--- src/rtl/adc_capture_ctrl.sv ---
// Capture sequencer: latches acquisition config, detects a trigger on the sample
// stream and writes a pre/post-trigger frame into a circular capture RAM.
module adc_capture_ctrl #(
  parameter int DEPTH   = 1024,
  parameter int AW      = 10,
  parameter int PRETRIG = 256
) (
  input  logic          clk,
  input  logic          rst_n,
  input  logic          arm,
  input  logic          abort,
  input  logic [1:0]    cfg_channel,
  input  logic [11:0]   cfg_counter_max,
  input  logic [11:0]   cfg_level,
  input  logic          cfg_edge,
  input  logic          cfg_auto,
  input  logic [11:0]   sample_in,
  input  logic          sample_valid,
  output logic [1:0]    channel,
  output logic [11:0]   counter_max,
  output logic          wr_en,
  output logic [AW-1:0] wr_addr,
  output logic [11:0]   wr_data,
  output logic          busy,
  output logic          done,
  output logic [AW-1:0] trig_addr,
  output logic [AW-1:0] start_addr,
  output logic [2:0]    dbg_state
);

  typedef enum logic [2:0] {
    S_IDLE    = 3'd0,
    S_PREFILL = 3'd1,
    S_ARMED   = 3'd2,
    S_POST    = 3'd3,
    S_DONE    = 3'd4
  } state_t;

  localparam logic [AW-1:0] PRE_LAST  = AW'(PRETRIG - 1);
  localparam logic [AW-1:0] POST_INIT = AW'(DEPTH - PRETRIG - 1);
  localparam logic [AW-1:0] TO_LAST   = AW'(DEPTH - 1);
  localparam logic [AW-1:0] PRE_OFS   = AW'(PRETRIG);

  state_t        r_state;
  state_t        w_state_nxt;
  logic [1:0]    r_channel;
  logic [11:0]   r_counter_max;
  logic [11:0]   r_level;
  logic          r_edge;
  logic          r_auto;
  logic [AW-1:0] r_wr_ptr;
  logic [AW-1:0] r_pre_cnt;
  logic [AW-1:0] r_to_cnt;
  logic [AW-1:0] r_post_cnt;
  logic [11:0]   r_prev;
  logic          r_prev_valid;
  logic          r_wr_en;
  logic [AW-1:0] r_wr_addr;
  logic [11:0]   r_wr_data;
  logic [AW-1:0] r_trig_addr;

  logic w_busy;
  logic w_accept;
  logic w_arm;
  logic w_edge_hit;
  logic w_auto_hit;
  logic w_trigger;

  assign w_busy   = (r_state == S_PREFILL) || (r_state == S_ARMED) || (r_state == S_POST);
  // abort dominates both arm and sample acceptance in the same cycle
  assign w_accept = sample_valid && !abort && w_busy;
  assign w_arm    = arm && !abort && ((r_state == S_IDLE) || (r_state == S_DONE));

  assign w_edge_hit = r_prev_valid &&
                      (r_edge ? ((r_prev > r_level) && (sample_in <= r_level))
                              : ((r_prev < r_level) && (sample_in >= r_level)));
  assign w_auto_hit = r_auto && (r_to_cnt == TO_LAST);

  always_comb begin
    w_state_nxt = r_state;
    w_trigger   = 1'b0;
    if (abort) begin
      w_state_nxt = S_IDLE;
    end else begin
      case (r_state)
        S_IDLE, S_DONE: if (arm) w_state_nxt = S_PREFILL;
        S_PREFILL: if (sample_valid && (r_pre_cnt == PRE_LAST)) w_state_nxt = S_ARMED;
        S_ARMED: begin
          if (sample_valid && (w_edge_hit || w_auto_hit)) begin
            w_trigger   = 1'b1;
            w_state_nxt = S_POST;
          end
        end
        S_POST: if (sample_valid && (r_post_cnt == AW'(1))) w_state_nxt = S_DONE;
        default: w_state_nxt = S_IDLE;
      endcase
    end
  end

  always_ff @(posedge clk or negedge rst_n) begin
    if (!rst_n) begin
      r_state       <= S_IDLE;
      r_channel     <= '0;
      r_counter_max <= '0;
      r_level       <= '0;
      r_edge        <= 1'b0;
      r_auto        <= 1'b0;
      r_wr_ptr      <= '0;
      r_pre_cnt     <= '0;
      r_to_cnt      <= '0;
      r_post_cnt    <= '0;
      r_prev        <= '0;
      r_prev_valid  <= 1'b0;
      r_wr_en       <= 1'b0;
      r_wr_addr     <= '0;
      r_wr_data     <= '0;
      r_trig_addr   <= '0;
    end else begin
      r_state <= w_state_nxt;
      r_wr_en <= w_accept;
      if (w_arm) begin
        r_channel     <= cfg_channel;
        r_counter_max <= cfg_counter_max;
        r_level       <= cfg_level;
        r_edge        <= cfg_edge;
        r_auto        <= cfg_auto;
        r_wr_ptr      <= '0;
        r_pre_cnt     <= '0;
        r_to_cnt      <= '0;
        r_prev_valid  <= 1'b0;
      end
      if (w_accept) begin
        r_wr_addr    <= r_wr_ptr;
        r_wr_data    <= sample_in;
        r_wr_ptr     <= r_wr_ptr + AW'(1);
        r_prev       <= sample_in;
        r_prev_valid <= 1'b1;
        if (r_state == S_PREFILL) r_pre_cnt <= r_pre_cnt + AW'(1);
        if (r_state == S_ARMED) r_to_cnt <= r_to_cnt + AW'(1);
        if (r_state == S_POST) r_post_cnt <= r_post_cnt - AW'(1);
        if (w_trigger) begin
          r_trig_addr <= r_wr_ptr;
          r_post_cnt  <= POST_INIT;
        end
      end
    end
  end

  assign channel     = r_channel;
  assign counter_max = r_counter_max;
  assign wr_en       = r_wr_en;
  assign wr_addr     = r_wr_addr;
  assign wr_data     = r_wr_data;
  assign busy        = w_busy;
  assign done        = (r_state == S_DONE);
  assign trig_addr   = r_trig_addr;
  assign start_addr  = r_trig_addr - PRE_OFS;
  assign dbg_state   = r_state;

endmodule

--- config.mk ---
export PLATFORM = sky130hd
export DESIGN_NAME = adc_capture_ctrl
export DESIGN_NICKNAME = d
export VERILOG_FILES = /design/src/rtl/adc_capture_ctrl.sv
export SDC_FILE = /design/constraint.sdc
export NUM_CORES = 1
export LEC_CHECK = 0
export BUFFER_PORTS_ARGS = -buffer_cell sky130_fd_sc_hd__buf_4
export CELL_PAD_IN_SITES_DETAIL_PLACEMENT = 2
export CELL_PAD_IN_SITES_GLOBAL_PLACEMENT = 2
export CORE_UTILIZATION = 33
export CTS_CLUSTER_DIAMETER = 200
export DETAILED_ROUTE_END_ITERATION = 8
export GPL_ROUTABILITY_DRIVEN = 0
export GPL_TIMING_DRIVEN = 0
export HOLD_SLACK_MARGIN = 0.02
export PLACE_DENSITY = 0.89
export SKIP_LAST_GASP = 1
export SLEW_MARGIN = 0
export SYNTH_ARGS = -nofsm -noshare
export SYNTH_HDL_FRONTEND = slang
export SYNTH_SLANG_ARGS = --single-unit
--- constraint.sdc ---
create_clock -name clk -period 2.66 [get_ports clk]
set_clock_uncertainty 0.1 [all_clocks]
set_input_delay 0.133 -clock clk [delete_from_list [all_inputs] [get_ports clk]]
set_output_delay 0.133 -clock clk [all_outputs]
set_load 0.01 [all_outputs]
==> Word level (Yosys, flattened, before mapping) <==
Index checks and enable logic that the tools add are counted.
{ "classes": {"add_sub_neg": 5, "magnitude_cmp": 4, "eq_ne": 11, "mux": 22, "n_reduce_logical": 23} }
{ "op_table": {"columns": ["cell", "n"], "rows": [
  ["10-bit 2-to-1 mux", 10],
  ["10-bit by 1-bit adder with 10-bit output, second input constant", 3],
  ["3-bit 2-to-1 mux", 5],
  ["12-bit >= comparator", 1],
  ["12-bit greater-than comparator", 1],
  ["12-bit <= comparator", 1],
  ["12-bit less-than comparator", 1],
  ["3-bit one-hot mux with 4 select lines", 1],
  ["1-bit logical AND", 11],
  ["10-bit by 1-bit == test with 1-bit output, second input constant", 1],
  ["10-bit == test, second input constant", 1],
  ["10-bit by 8-bit == test with 1-bit output, second input constant", 1],
  ["10-bit by 1-bit subtractor with 10-bit output, second input constant", 1],
  ["10-bit by 9-bit subtractor with 10-bit output, second input constant", 1],
  ["3-bit by 2-bit inequality test with 1-bit output, second input constant", 3],
  ["3-bit by 2-bit == test with 1-bit output, second input constant", 2],
  ["1-bit 2-to-1 mux", 6],
  ["1-bit logical OR", 4],
  ["2-bit AND reduction", 2],
  ["4-bit AND reduction", 1],
  ["2-bit nonzero test", 2],
  ["3-bit by 1-bit == test with 1-bit output, second input constant", 1],
  ["3-bit == test, second input constant", 1],
  ["3-bit logical NOT", 1],
  ["3 further kinds", 3]
]} }
{ "totals": {"regBits": 105, "inputBits": 45, "output_inout_bits": 62, "elab_cells": 80} }

==> Longest topological paths before layout <==
Gate-level depths: netlist (run 1).
{ "logic_depth": {"ltp_word": 11, "depth_mapped": 10, "depth_no_buf": 9} }

==> Worst setup path before layout (run 1) <==
Ideal clock, no wire load.
{ "synth_timing": {"kind": "reg-to-reg", "from": "reg, netlist name wr_data[1]", "to": "reg r_trig_addr[8], in the netlist trig_addr[8]", "arrival_ns": 2.229, "slack_ns": 0.204, "path_stages_with_launch": 10, "n_path_buf": 1, "period_less_slack_ns": 2.456, "path_cell_list": "dfrtp_1 > ha_1 > nor2b_1 > o211ai_1 > a21oi_1 > a2111oi_2 > nor3_1 > o21ai_1 > buf_4 > mux2_1"} }
{ "synth_rtl": {"columns": ["item", "line_no", "source"], "rows": [
  ["to (signal assigned)", "142", "r_trig_addr <= r_wr_ptr;"],
  ["to (decl)", "60", "logic [AW-1:0] r_trig_addr;"]
]} }

==> Final worst setup path (run 1) <==
{ "layout_timing": {"from": "reg r_level[3]", "to": "reg r_trig_addr[8], in the netlist trig_addr[8]"} }
{ "layout_between": {"elab_chain_cells": 10, "word_cells_on_any_way": 14} }
{ "layout_rtl": {"columns": ["item", "line_no", "source"], "rows": [
  ["from (decl)", "48", "logic [11:0] r_level;"],
  ["from (signal assigned)", "124", "r_level <= cfg_level;"],
  ["12-bit less-than comparator (tied with other cells)", "76", ": ((r_prev < r_level) && (sample_in >= r_level)));"],
  ["1-bit logical AND, on equally long branches", "76, 75", null],
  ["1-bit 2-to-1 mux *", "75", "(r_edge ? ((r_prev > r_level) && (sample_in <= r_level))"],
  ["1-bit logical AND *", "74", "assign w_edge_hit = r_prev_valid &&"],
  ["1-bit logical OR *", "89", "if (sample_valid && (w_edge_hit || w_auto_hit)) begin"],
  ["1-bit logical AND *", "89", null],
  ["1-bit 2-to-1 mux *", "89", null],
  ["1-bit 2-to-1 mux *", "85", "case (r_state)"],
  ["1-bit 2-to-1 mux *", "82", "if (abort) begin"],
  ["2-bit AND reduction (no source line) *", null, null]
]} }
Every way passes the cells marked *; elsewhere a longest branch is shown, timed or not.
A chain may end at the register's enable or synchronous reset.

==> out/qor.csv, run 1 <==
stage;metric;value;unit
global_route;vias in the first global route;5297;
pwr;Clk pwr share;0.313;
floorplan;core area;14750;um^2
floorplan;die height;125.9;um
logic_synthesis;EDFF count, synth;0;
logic_synthesis;Post-Synth Adder-Cell Area;0.07164;
cells_and_area;Fill cells;1563;
global_route;first-pass GRT wire length;28.27;mm
clock_network;clk buf depth;2;
clock_network;CTS sink cnt;105;
hold_path;min-delay src;arm;
setup_path;CP required;2.81;ns
cells_and_area;layout cells sized above 1;0.2671;
setup_path;FF-to-FF path depth;9;
detailed_routing;initial DRC count;206;
placed_design;DP Cell Count;820;
run_status;failing checks;setup timing;
logic_synthesis;simple-gate share of the synthesized area;0.2268;
floorplan;Initial Util;0.3433;
logic_synthesis;mux contribution to synthesized area;0.03607;
detailed_routing;Post-Route WL;19.04;mm
setup_path;R2R Setup Slk;-0.1;ns
timing;Worst slew margin;0.4852;
pwr;Leakage;0.003515;uW
timing;achievable clock frequency;362.6;MHz
clock_network;CTS H-tree lvls;3;
logic_synthesis;top cell type by total area after synthesis;dfrtp_1;
clock_network;Root Driver;clkbuf_16;
clock_network;CTS Buf Count;9;
global_route;largest net degree at the start of global routing;106;
setup_path;CP peak stage delay;0.37;ns
setup_path;CP Launch Type;flop;
cells_and_area;Non-Filler Instances;884;
global_route;GRT Resource Usage Total;0.2325;
floorplan;IO Count;107;
cells_and_area;fin area;7106;um^2
timing;worst setup margin;-0.09759;ns
detailed_routing;vias per cell;5.281;
timing;count of final max-slew check failures;0;
cells_and_area;Antenna diodes;0;
pwr;Comb pwr share;0.263;
logic_synthesis;Primary FF master, synth;dfrtp_1;
setup_path;Crit Path Category;reg2reg;
logic_synthesis;Synth async-reset ratio;1.000;
setup_path;CP Cell Sequence;inv_1 -> ha_1 -> a21o_1 -> o31ai_2 -> a311oi_2 -> a22o_1 -> o21ai_4 -> buf_8 -> mux2_2;
logic_synthesis;Yosys reg bits;105;
logic_synthesis;Post-Syn Instances;530;
hold_path;end of the worst hold path;dbg_state[2];
placed_design;IO buf count;106;
detailed_routing;via count;4668;
detailed_routing;WL per Instance;21.54;um
setup_path;reg-to-reg startpoint;r_level[3];
setup_path;RR Endpoint;trig_addr[8];
timing;Final Hold Viols;0;
pwr;Internal Power;3115;uW
flow_run;max-cap viol count;0;
detailed_routing;first-pass detailed-route iteration total;4;
logic_synthesis;syn_nets;604;
global_route;initial antenna violation count;0;
floorplan;Die X;125.9;um
pwr;Power, Total;4635;uW
setup_path;CP arrival;2.91;ns
setup_path;worst path bufs/invs;2;
timing;worst hold margin;0.05990;ns
timing;Tmin final;2.758;ns
detailed_routing;number of nets with antenna violations after routing;0;
placed_design;HPWL after detailed placement;11.03;mm
logic_synthesis;Netlist cell types;51;
logic_synthesis;Seq/Total Area, Yosys;0.5188;
hold_path;worst min path class;in2reg;
logic_synthesis;XOR/XNOR share of the synthesized area;0.02248;
floorplan;FP Rows;44;
setup_path;Top delay family on crit path;compound AO/OA/AOI/OAI gates;
detailed_routing;DRC;0;
timing;RSZ-0062 raised after global routing;true;
placed_design;dpl cell area;6091;um^2
run_status;status;finished with violations;
hold_path;hold depth;4;
logic_synthesis;cell area after synthesis;5065;um^2
setup_path;Crit-path slowest cell;dfrtp_1;
global_route;total grt overflow;0;
clock_network;Clk Latency, worst-skew pair;0.37;ns
logic_synthesis;largest cells by area after synthesis;dfrtp_1 52%, nand2_1 12%, ha_1 7.2%;
logic_synthesis;mean post-synth cell area;9.556;um^2
cells_and_area;Final nets;769;
floorplan;die area;15850;um^2
logic_synthesis;Synth Area in Compound Gates;0.08004;
clock_network;CTS tree;yes;
timing;final period utilization;1.037;
logic_synthesis;Ys Warns;0;
timing;Worst Tran Pin Value;0.7665;ns
timing;Setup violations, final;11;
pwr;net switching power;1520;uW
pwr;Pwr Density;652.3;nW/um^2
cells_and_area;Area Overhead vs Synth;40.29;%
pwr;Switching Fraction;0.3279;
cells_and_area;Final Core Density;0.4816;
setup_path;CP max FO;5;
logic_synthesis;share of the synthesized area in the top cell type;0.5188;
setup_path;CP Capture Type;flop;
pwr;Seq pwr share;0.424;
clock_network;clock transition at the registers of the reported paths;0.07;ns
pwr;VDD IR-drop max;0.3393;mV
logic_synthesis;largest family of logic cells by synthesized area;simple AND/OR/NAND/NOR gates;
timing repair:
| action | CTS | global route |
|---|---|---|
| gates resized for setup | 11 | 31 |
| hold buffers | 41 | 1 |
| cloned | 0 | 1 |
| endpoints found under the setup margin | 31 | 11 |
| pin swaps | 3 | 14 |
| hold endpoints to repair | 43 | 42 |
| setup buffers | 0 | 6 |
synth_stat cells (2+ instances only):
cell type	instances
mux2_1	9
xnor2_1	9
buf_2	5
and3_1	5
clkbuf_1	10
nand2_1	164
o21ai_0	31
xor2_1	4
nor3_1	6
a21oi_1	15
or3_1	4
buf_4	9
o211ai_1	4
mux2i_1	7
ha_1	29
and2_1	2
nor2_1	19
a21o_1	2
nor2b_1	3
nand4_1	9
nand3_1	21
a32oi_1	2
a22o_1	3
inv_1	21
dfrtp_1	105
nand2b_1	4
o31ai_1	3
nor3_2	2
stage by stage:
stage / setup WS [ns] / setup TNS, ns
after floorplan: 0.2037 / 0
after global placement: -0.2077 / -1.947
after detailed placement: -0.2969 / -2.945
after CTS: -0.01613 / -0.01613
after global routing: -0.1447 / -1.239
final: -0.09759 / -0.7213
flip-flops by register name (all words and copies together) (netlist names):
name          flops
r_to_cnt         10
wr_data          12
channel           2
wr_addr          10
r_pre_cnt        10
r_wr_ptr         10
trig_addr        10
wr_en             1
counter_max      12
r_prev_valid      1
r_auto            1
r_post_cnt       10
r_edge            1
r_level          12
dbg_state         3
routing by layer:
| metal | wire, um | share of wire | vias to the layer above | track usage |
|---|---|---|---|---|
| met5 | 0 | 0 | - | 0 |
| met4 | 614 | 0.032 | 0 | 0.09142 |
| met3 | 474 | 0.025 | 38 | 0.03483 |
| met2 | 10440 | 0.55 | 102 | 0.4293 |
| met1 | 7516 | 0.39 | 2418 | 0.2691 |
| li1 | - | - | 2110 | - |
layout by cell type (no fill, tap or decap), types with 5 or more instances in the layout:
cell type / instances
nand3_1: 20
and3_1: 5
a21oi_1: 11
nor2_1: 19
xnor2_1: 9
ha_1: 23
mux2i_1: 7
dlygate4sd3_1: 42
nand2_1: 163
inv_2: 6
nor3_1: 5
o21ai_0: 29
inv_1: 16
nand4_1: 9
clkbuf_16: 10
buf_4: 118
clkbuf_1: 11
ha_4: 6
dfrtp_1: 104
mux2_4: 7
worst min-delay path, delay by kind of cell:
kind / cells / cell delay (ns)
AND/OR/NAND/NOR: 1 / 0.05
AO/OA/AOI/OAI: 1 / 0.15
buffers and inverters: 2 / 0.16
final cells by class:
cell class / count / area [um^2] / share of cell area
Clock buffer: 12 / 256.5 / 0.03610
Clock inverter: 4 / 51.30 / 0.007220
Multi-Input combinational cell: 378 / 2402 / 0.3381
Timing Repair Buffer: 154 / 1303 / 0.1833
Tap cell: 184 / 230.2 / 0.03240
Buffer: 25 / 151.4 / 0.02131
Inverter: 22 / 82.58 / 0.01162
Sequential cell: 105 / 2629 / 0.3700
power groups by stage:
| stage | clock network, uW | logic, uW | registers (uW) |
|---|---|---|---|
| 2_1_floorplan | 0 | 453 | 1980 |
| 3_3_place_gp | 0 | 885 | 1950 |
| 3_5_place_dp | 0 | 949 | 1970 |
| 4_1_cts | 1440 | 1060 | 1950 |
| 5_1_grt | 1520 | 1320 | 1990 |
| 6_report | 1450 | 1220 | 1960 |
worst max-delay path by stage:
stage,start,endpoint,slack [ns],cells past startpoint
after detailed placement,wr_data[1],trig_addr[8],-0.30,9
after floorplan,wr_data[1],trig_addr[8],0.20,9
after CTS,wr_data[11],trig_addr[8],-0.02,9
after global placement,wr_data[1],trig_addr[6],-0.21,9
after global routing,r_level[3],trig_addr[8],-0.14,9
final,r_level[3],trig_addr[8],-0.1,9
kinds of logic after synthesis:
family,count (synthesis)
AO/OA/AOI/OAI,67
XOR/XNOR,13
adder cells (fa/ha/maj),29
buffers and inverters,47
flip-flops,105
multiplexers,17
AND/OR/NAND/NOR,252
(Power assumes the default switching activity.)
==> inputs of run 2 (changes only) <==
--- a/config.mk
+++ b/config.mk
@@ -8,13 +8,14 @@
 export BUFFER_PORTS_ARGS = -buffer_cell sky130_fd_sc_hd__buf_4
 export CELL_PAD_IN_SITES_DETAIL_PLACEMENT = 2
 export CELL_PAD_IN_SITES_GLOBAL_PLACEMENT = 2
+export CORE_MARGIN = 4
 export CORE_UTILIZATION = 33
 export CTS_CLUSTER_DIAMETER = 200
 export DETAILED_ROUTE_END_ITERATION = 8
 export GPL_ROUTABILITY_DRIVEN = 0
 export GPL_TIMING_DRIVEN = 0
 export HOLD_SLACK_MARGIN = 0.02
-export PLACE_DENSITY = 0.89
+export PLACE_DENSITY = 0.81
 export SKIP_LAST_GASP = 1
 export SLEW_MARGIN = 0
 export SYNTH_ARGS = -nofsm -noshare
==> run 2 against run 1 <==
  * The run still ends with setup timing left
  * Hold slack got worse by 0.023 ns
  * Sequential power about the same
  * Power decreased by 3.5%
  * Critical path type unchanged
  * Critical endpoint is now trig_addr[1]
  * Highest routed layer unchanged
==> out/qor.csv, run 2 (same netlist as run 1, synthesis figures left out) <==
stage;metric;value;unit;change
detailed_routing;first-pass detailed-route iteration total;4;;unchanged
floorplan;die area;17390;um^2;was 15850 um^2
detailed_routing;routed length on met2;9.467;mm;was 10.44 mm
detailed_routing;number of nets with antenna violations after routing;0;;unchanged
run_status;status;finished with violations;;unchanged
setup_path;Crit-path slowest cell;dfrtp_1;;unchanged
timing;Setup violations, final;11;;unchanged
timing;RSZ-0062 raised after global routing;true;;unchanged
setup_path;Crit Path Category;reg2reg;;unchanged
setup_path;CP max FO;5;;unchanged
floorplan;Initial Util;0.3344;;was 0.3433
timing;Worst slew margin;0.4266;;was 0.4852
clock_network;Root Driver;clkbuf_16;;unchanged
global_route;largest net degree at the start of global routing;106;;unchanged
cells_and_area;layout cells sized above 1;0.2504;;was 0.2671
timing;Final Hold Viols;0;;unchanged
detailed_routing;initial DRC count;178;;was 206
cells_and_area;Final nets;769;;unchanged
global_route;total grt overflow;0;;unchanged
setup_path;CP Capture Type;flop;;unchanged
flow_run;max-cap viol count;0;;unchanged
detailed_routing;Metal-1 WL;7.252;mm;was 7.516 mm
setup_path;FF-to-FF path depth;10;;was 9
clock_network;CTS H-tree lvls;3;;unchanged
pwr;Power, Total;4471;uW;was 4635 uW
global_route;vias in the first global route;5165;;was 5297
cells_and_area;commonest non-fill, non-tap cells in the layout;164 x nand2_1, 116 x buf_4, 104 x dfrtp_1;;was 163 x nand2_1, 118 x buf_4, 104 x dfrtp_1
detailed_routing;via count;4572;;was 4668
clock_network;clock transition at the registers of the reported paths;0.08;ns;was 0.07 ns
setup_path;CP Cell Sequence;ha_4 -> nand4_1 -> or2_4 -> a21oi_2 -> a2111oi_4 -> a22o_1 -> o21ai_2 -> buf_6 -> buf_8 -> mux2_2;;was inv_1 -> ha_1 -> a21o_1 -> o31ai_2 -> a311oi_2 -> a22o_1 -> o21ai_4 -> buf_8 -> mux2_2
global_route;initial antenna violation count;0;;unchanged
floorplan;IO Count;107;;unchanged
placed_design;IO buf count;106;;unchanged
timing;final period utilization;1.024;;was 1.037
clock_network;CTS Buf Count;9;;unchanged
floorplan;FP Rows;45;;was 44
global_route;GRT Resource Usage Total;0.2006;;was 0.2325
placed_design;Post-Place Worst Slack;-0.2802;ns;was -0.2969 ns
setup_path;worst path bufs/invs;2;;unchanged
cells_and_area;commonest non-fill, non-tap cell in the layout;nand2_1;;unchanged
setup_path;CP Launch Type;flop;;unchanged
detailed_routing;Detail Route met3 WL;483;um;was 474 um
floorplan;die height;131.9;um;was 125.9 um
setup_path;RR Endpoint;trig_addr[1];;was trig_addr[8]
timing;count of final max-slew check failures;0;;unchanged
floorplan;Die X;131.9;um;was 125.9 um
clock_network;CTS sink cnt;105;;unchanged
setup_path;Top delay family on crit path;compound AO/OA/AOI/OAI gates;;unchanged
cells_and_area;Antenna diodes;0;;unchanged
setup_path;reg-to-reg startpoint;wr_data[11];;was r_level[3]
setup_path;CP required;2.80;ns;was 2.81 ns
clock_network;Clk Latency, worst-skew pair;0.36;ns;was 0.37 ns
detailed_routing;DRC;0;;unchanged
setup_path;critical path startpoint;wr_data[11];;was r_level[3]
pwr;Leakage;0.003506;uW;was 0.003515 uW
pwr;VDD IR-drop max;0.3855;mV;was 0.3393 mV
timing;achievable clock frequency;367.2;MHz;was 362.6 MHz
timing;Tmin final;2.723;ns;was 2.758 ns
detailed_routing;vias per cell;5.154;;was 5.281
timing;worst setup margin;-0.06333;ns;was -0.09759 ns
detailed_routing;Post-Route WL;17.67;mm;was 19.04 mm
cells_and_area;Area Overhead vs Synth;38.74;%;was 40.29%
pwr;Pwr Density;636.3;nW/um^2;was 652.3 nW/um^2
hold_path;worst min path class;in2async;;was in2reg
run_status;failing checks;setup timing;;unchanged
detailed_routing;WL per Instance;19.93;um;was 21.54 um
placed_design;HPWL after detailed placement;10.84;mm;was 11.03 mm
floorplan;core area;15150;um^2;was 14750 um^2
timing;Worst Tran Pin Value;0.8537;ns;was 0.7665 ns
global_route;first-pass GRT wire length;28.10;mm;was 28.27 mm
clock_network;clk buf depth;2;;unchanged
detailed_routing;max layer used;met4;;unchanged
setup_path;CP arrival;2.87;ns;was 2.91 ns
clock_network;CTS tree;yes;;unchanged
setup_path;R2R Setup Slk;-0.06;ns;was -0.1 ns
setup_path;CP peak stage delay;0.45;ns;was 0.37 ns
## run 2: changes by cell type in the layout (fill, tap and decap cells not counted), moves of 2 or more
cell / before / now
a21oi_1: 11 / 14
a21oi_2: 4 / 1
buf_4: 118 / 116
clkbuf_8: 2 / 4
ha_1: 23 / 26
ha_4: 6 / 3
inv_1: 16 / 20
inv_2: 6 / 2
## run 2: report_power, final
| group | internal [uW] | switching, uW |
|---|---|---|
| Combinational | 535 | 619 |
| Sequential | 1790 | 174 |
| Clock | 737 | 620 |
| Total | 3060 | 1410 |
## run 2: metrics by stage
stage	cell area (um^2)	cells	hold slack [ns]	TNS [ns]	util
3_5_place_dp	6096	824	0.2323	-3.206	0.4025
4_1_cts	6869	883	0.07259	-0.02109	0.4535
2_1_floorplan	5065	530	-0.2626	0	-
5_1_grt	7027	887	0.04692	-0.8540	0.4639
6_report	7027	887	0.03728	-0.4293	0.4639
3_3_place_gp	6096	824	0.2228	-2.178	0.4025
## run 2: timing repair
item                                    4_1_cts  5_1_grt
gates resized for setup                       9       23
pin swaps                                     4        9
gates cloned                                  1        0
endpoints found under the setup margin       23       16
endpoints found under the hold margin        43      105
hold buffers                                 41        1
setup buffers                                 2        2
## run 2: layout make-up
cell class	count	area, um^2
multi-input cells	378	2342
clock buffers	14	284.0
repair buffers	154	1296
plain buffers	25	148.9
flip-flops and latches	105	2629
inverters	22	82.58
fillers	1595	8119
well taps	188	235.2
clock inverters	1	8.758
## run 2: metal layers
metal	GRT usage	vias up
met5	0	-
li1	-	2103
met1	0.2356	2347
met3	0.03626	32
met2	0.3657	90
met4	0.07176	0
## run 2: worst max path at each step
stage	to	cells after the start
floorplan	trig_addr[8]	9
global placement	trig_addr[6]	9
detailed placement	trig_addr[4]	9
CTS	trig_addr[1]	11
global route	trig_addr[1]	10
finish	trig_addr[1]	10
==> inputs of run 3 (changes only) <==
--- a/config.mk
+++ b/config.mk
@@ -6,16 +6,15 @@
 export NUM_CORES = 1
 export LEC_CHECK = 0
 export BUFFER_PORTS_ARGS = -buffer_cell sky130_fd_sc_hd__buf_4
-export CELL_PAD_IN_SITES_DETAIL_PLACEMENT = 2
-export CELL_PAD_IN_SITES_GLOBAL_PLACEMENT = 2
 export CORE_MARGIN = 4
-export CORE_UTILIZATION = 33
+export CORE_UTILIZATION = 45
+export CTS_BUF_LIST = sky130_fd_sc_hd__clkbuf_2
 export CTS_CLUSTER_DIAMETER = 200
 export DETAILED_ROUTE_END_ITERATION = 8
 export GPL_ROUTABILITY_DRIVEN = 0
 export GPL_TIMING_DRIVEN = 0
 export HOLD_SLACK_MARGIN = 0.02
-export PLACE_DENSITY = 0.81
+export PLACE_DENSITY = 0.7
 export SKIP_LAST_GASP = 1
 export SLEW_MARGIN = 0
 export SYNTH_ARGS = -nofsm -noshare
==> run 3 against run 2 <==
  * The run still ends with setup timing left
  * Power decreased by 15%
  * Routed wire length decreased by 27%
  * Highest routed layer unchanged
  * Clock-buffer cell count decreased by 5
  * Critical endpoint is now trig_addr[3]
  * Fmax increased by 2.2%
  * Design area decreased by 1.8%
  * Largest power group unchanged
  * Hold slack improved by 0.081 ns
==> out/qor.csv, run 3 (same netlist as run 1, synthesis figures left out) <==
stage;metric;value;unit;change
run_status;status;finished with violations;;unchanged
run_status;failing checks;setup timing;;unchanged
global_route;first-pass GRT wire length;20.96;mm;was 28.10 mm
timing;Final Hold Viols;0;;unchanged
placed_design;DP Cell Count;776;;was 824
timing;Tmin final;2.666;ns;was 2.723 ns
setup_path;critical path startpoint;r_level[8];;was wr_data[11]
detailed_routing;number of nets with antenna violations after routing;0;;unchanged
timing;achievable clock frequency;375.1;MHz;was 367.2 MHz
cells_and_area;Non-Filler Instances;851;;was 887
floorplan;die height;114.1;um;was 131.9 um
pwr;Power, Total;3781;uW;was 4471 uW
global_route;vias in the first global route;4340;;was 5165
setup_path;CP peak stage delay;0.40;ns;was 0.45 ns
detailed_routing;DRC;0;;unchanged
setup_path;CP Cell Sequence;inv_1 -> ha_1 -> nand4_1 -> nor3_4 -> o21ai_0 -> a32oi_1 -> nor3_2 -> o21ai_4 -> buf_4 -> mux2_1;;was ha_4 -> nand4_1 -> or2_4 -> a21oi_2 -> a2111oi_4 -> a22o_1 -> o21ai_2 -> buf_6 -> buf_8 -> mux2_2
pwr;Pwr Density;548.0;nW/um^2;was 636.3 nW/um^2
hold_path;min-delay src;sample_in[1];;
setup_path;R2R Setup Slk;-0.006;ns;was -0.06 ns
detailed_routing;Post-Route WL;12.95;mm;was 17.67 mm
detailed_routing;vias per cell;5.136;;was 5.154
floorplan;FP Rows;38;;was 45
cells_and_area;commonest non-fill, non-tap cells in the layout;163 x nand2_1, 122 x buf_4, 105 x dfrtp_1;;was 164 x nand2_1, 116 x buf_4, 104 x dfrtp_1
timing;count of final max-slew check failures;0;;unchanged
detailed_routing;max layer used;met4;;unchanged
setup_path;CP required;3.11;ns;was 2.80 ns
setup_path;CP Capture Type;flop;;unchanged
floorplan;Initial Util;0.4632;;was 0.3344
detailed_routing;Detail Route met3 WL;518;um;was 483 um
placed_design;HPWL after detailed placement;8.568;mm;was 10.84 mm
timing;final period utilization;1.002;;was 1.024
placed_design;Post-Place Worst Slack;-0.1568;ns;was -0.2802 ns
setup_path;reg-to-reg startpoint;r_level[8];;was wr_data[11]
clock_network;CTS H-tree lvls;3;;unchanged
setup_path;CP Launch Type;flop;;unchanged
setup_path;CP max FO;5;;unchanged
floorplan;core area;10940;um^2;was 15150 um^2
cells_and_area;commonest non-fill, non-tap cell in the layout;nand2_1;;unchanged
floorplan;IO Count;107;;unchanged
floorplan;Die X;114.1;um;was 131.9 um
clock_network;CTS tree;yes;;unchanged
timing;RSZ-0062 raised after global routing;true;;unchanged
setup_path;worst path bufs/invs;2;;unchanged
setup_path;Top delay family on crit path;compound AO/OA/AOI/OAI gates;;unchanged
cells_and_area;Final nets;780;;was 769
detailed_routing;first-pass detailed-route iteration total;5;;was 4
clock_network;clock transition at the registers of the reported paths;0.32;ns;was 0.08 ns
flow_run;max-cap viol count;0;;unchanged
timing;Worst slew margin;0.5034;;was 0.4266
detailed_routing;initial DRC count;274;;was 178
global_route;total grt overflow;0;;unchanged
global_route;initial antenna violation count;0;;unchanged
timing;Setup violations, final;1;;was 11
timing;worst setup margin;-0.005796;ns;was -0.06333 ns
setup_path;Crit Path Category;reg2reg;;unchanged
pwr;Leakage;0.003439;uW;was 0.003506 uW
hold_path;worst min path class;in2reg;;was in2async
detailed_routing;Metal-1 WL;5.510;mm;was 7.252 mm
global_route;GRT Resource Usage Total;0.2019;;was 0.2006
clock_network;Clk Latency, worst-skew pair;0.64;ns;was 0.36 ns
detailed_routing;routed length on met2;6.657;mm;was 9.467 mm
cells_and_area;Antenna diodes;0;;unchanged
clock_network;clk buf depth;2;;unchanged
clock_network;CTS Buf Count;9;;unchanged
cells_and_area;layout cells sized above 1;0.2433;;was 0.2504
placed_design;IO buf count;106;;unchanged
detailed_routing;WL per Instance;15.22;um;was 19.93 um
clock_network;Root Driver;clkbuf_2;;was clkbuf_16
clock_network;CTS sink cnt;105;;unchanged
pwr;VDD IR-drop max;0.3705;mV;was 0.3855 mV
setup_path;CP arrival;3.12;ns;was 2.87 ns
setup_path;Crit-path slowest cell;dfrtp_1;;unchanged
cells_and_area;Area Overhead vs Synth;36.22;%;was 38.74%
timing;Worst Tran Pin Value;0.7393;ns;was 0.8537 ns
detailed_routing;via count;4371;;was 4572
global_route;largest net degree at the start of global routing;106;;unchanged
floorplan;die area;13020;um^2;was 17390 um^2
## run 3: final timing paths
check,depth (start not counted),to
min in group asynchronous,3,counter_max[9]
min,4,wr_data[1]
max,10,trig_addr[3]
min reg2reg,1,r_to_cnt[8]
max reg2reg,10,trig_addr[3]
max in group asynchronous,4,trig_addr[1]
## run 3: through the flow
| stage | instance area [um^2] | TNS (ns) | util | hold slack, ns |
|---|---|---|---|---|
| after floorplan | 5065 | 0 | - | -0.2626 |
| after global placement | 6036 | -1.276 | 0.5519 | 0.2223 |
| after detailed placement | 6036 | -1.422 | 0.5519 | 0.2320 |
| after CTS | 6688 | -0.03180 | 0.6116 | 0.05419 |
| after global routing | 6899 | -0.6208 | 0.6309 | 0.06088 |
| final | 6899 | -0.005796 | 0.6309 | 0.1185 |
## run 3: power breakdown
group	internal (uW)	switching, uW
Sequential	1790	152
Clock	144	590
Combinational	540	568
## run 3: routing by layer
layer	track usage	vias to the layer above
met5	0	-
met4	0.07047	0
met3	0.04863	24
met2	0.3365	84
met1	0.2580	2137
li1	-	2126
## run 3: final cells by class
cell class	instances	area, um^2
Inverter	22	82.58
Clock inverter	7	62.56
Multi-Input combinational cell	378	2371
Buffer	25	147.6
Clock buffer	9	45.04
Timing Repair Buffer	165	1388
Sequential cell	105	2628
Fill cell	925	4036
Tap cell	140	175.2
## run 3: repair_timing
| item | in CTS | in global routing |
|---|---|---|
| hold buffers | 49 | 1 |
| pin swaps | 1 | 7 |
| endpoints found under the setup margin | 10 | 26 |
| cloned | 1 | 0 |
| buffers inserted | 3 | 4 |
| gates resized for setup | 6 | 18 |
| endpoints found under the hold margin | 175 | 105 |
## run 3: worst register-to-register path, stage by stage, from the launching register on
cell and delay (ns):
dfrtp_1 0.40, inv_1 0.07, ha_1 0.31, nand4_1 0.21, nor3_4 0.26, o21ai_0 0.13
a32oi_1 0.26, nor3_2 0.09, o21ai_4 0.24, buf_4 0.20, mux2_1 0.32
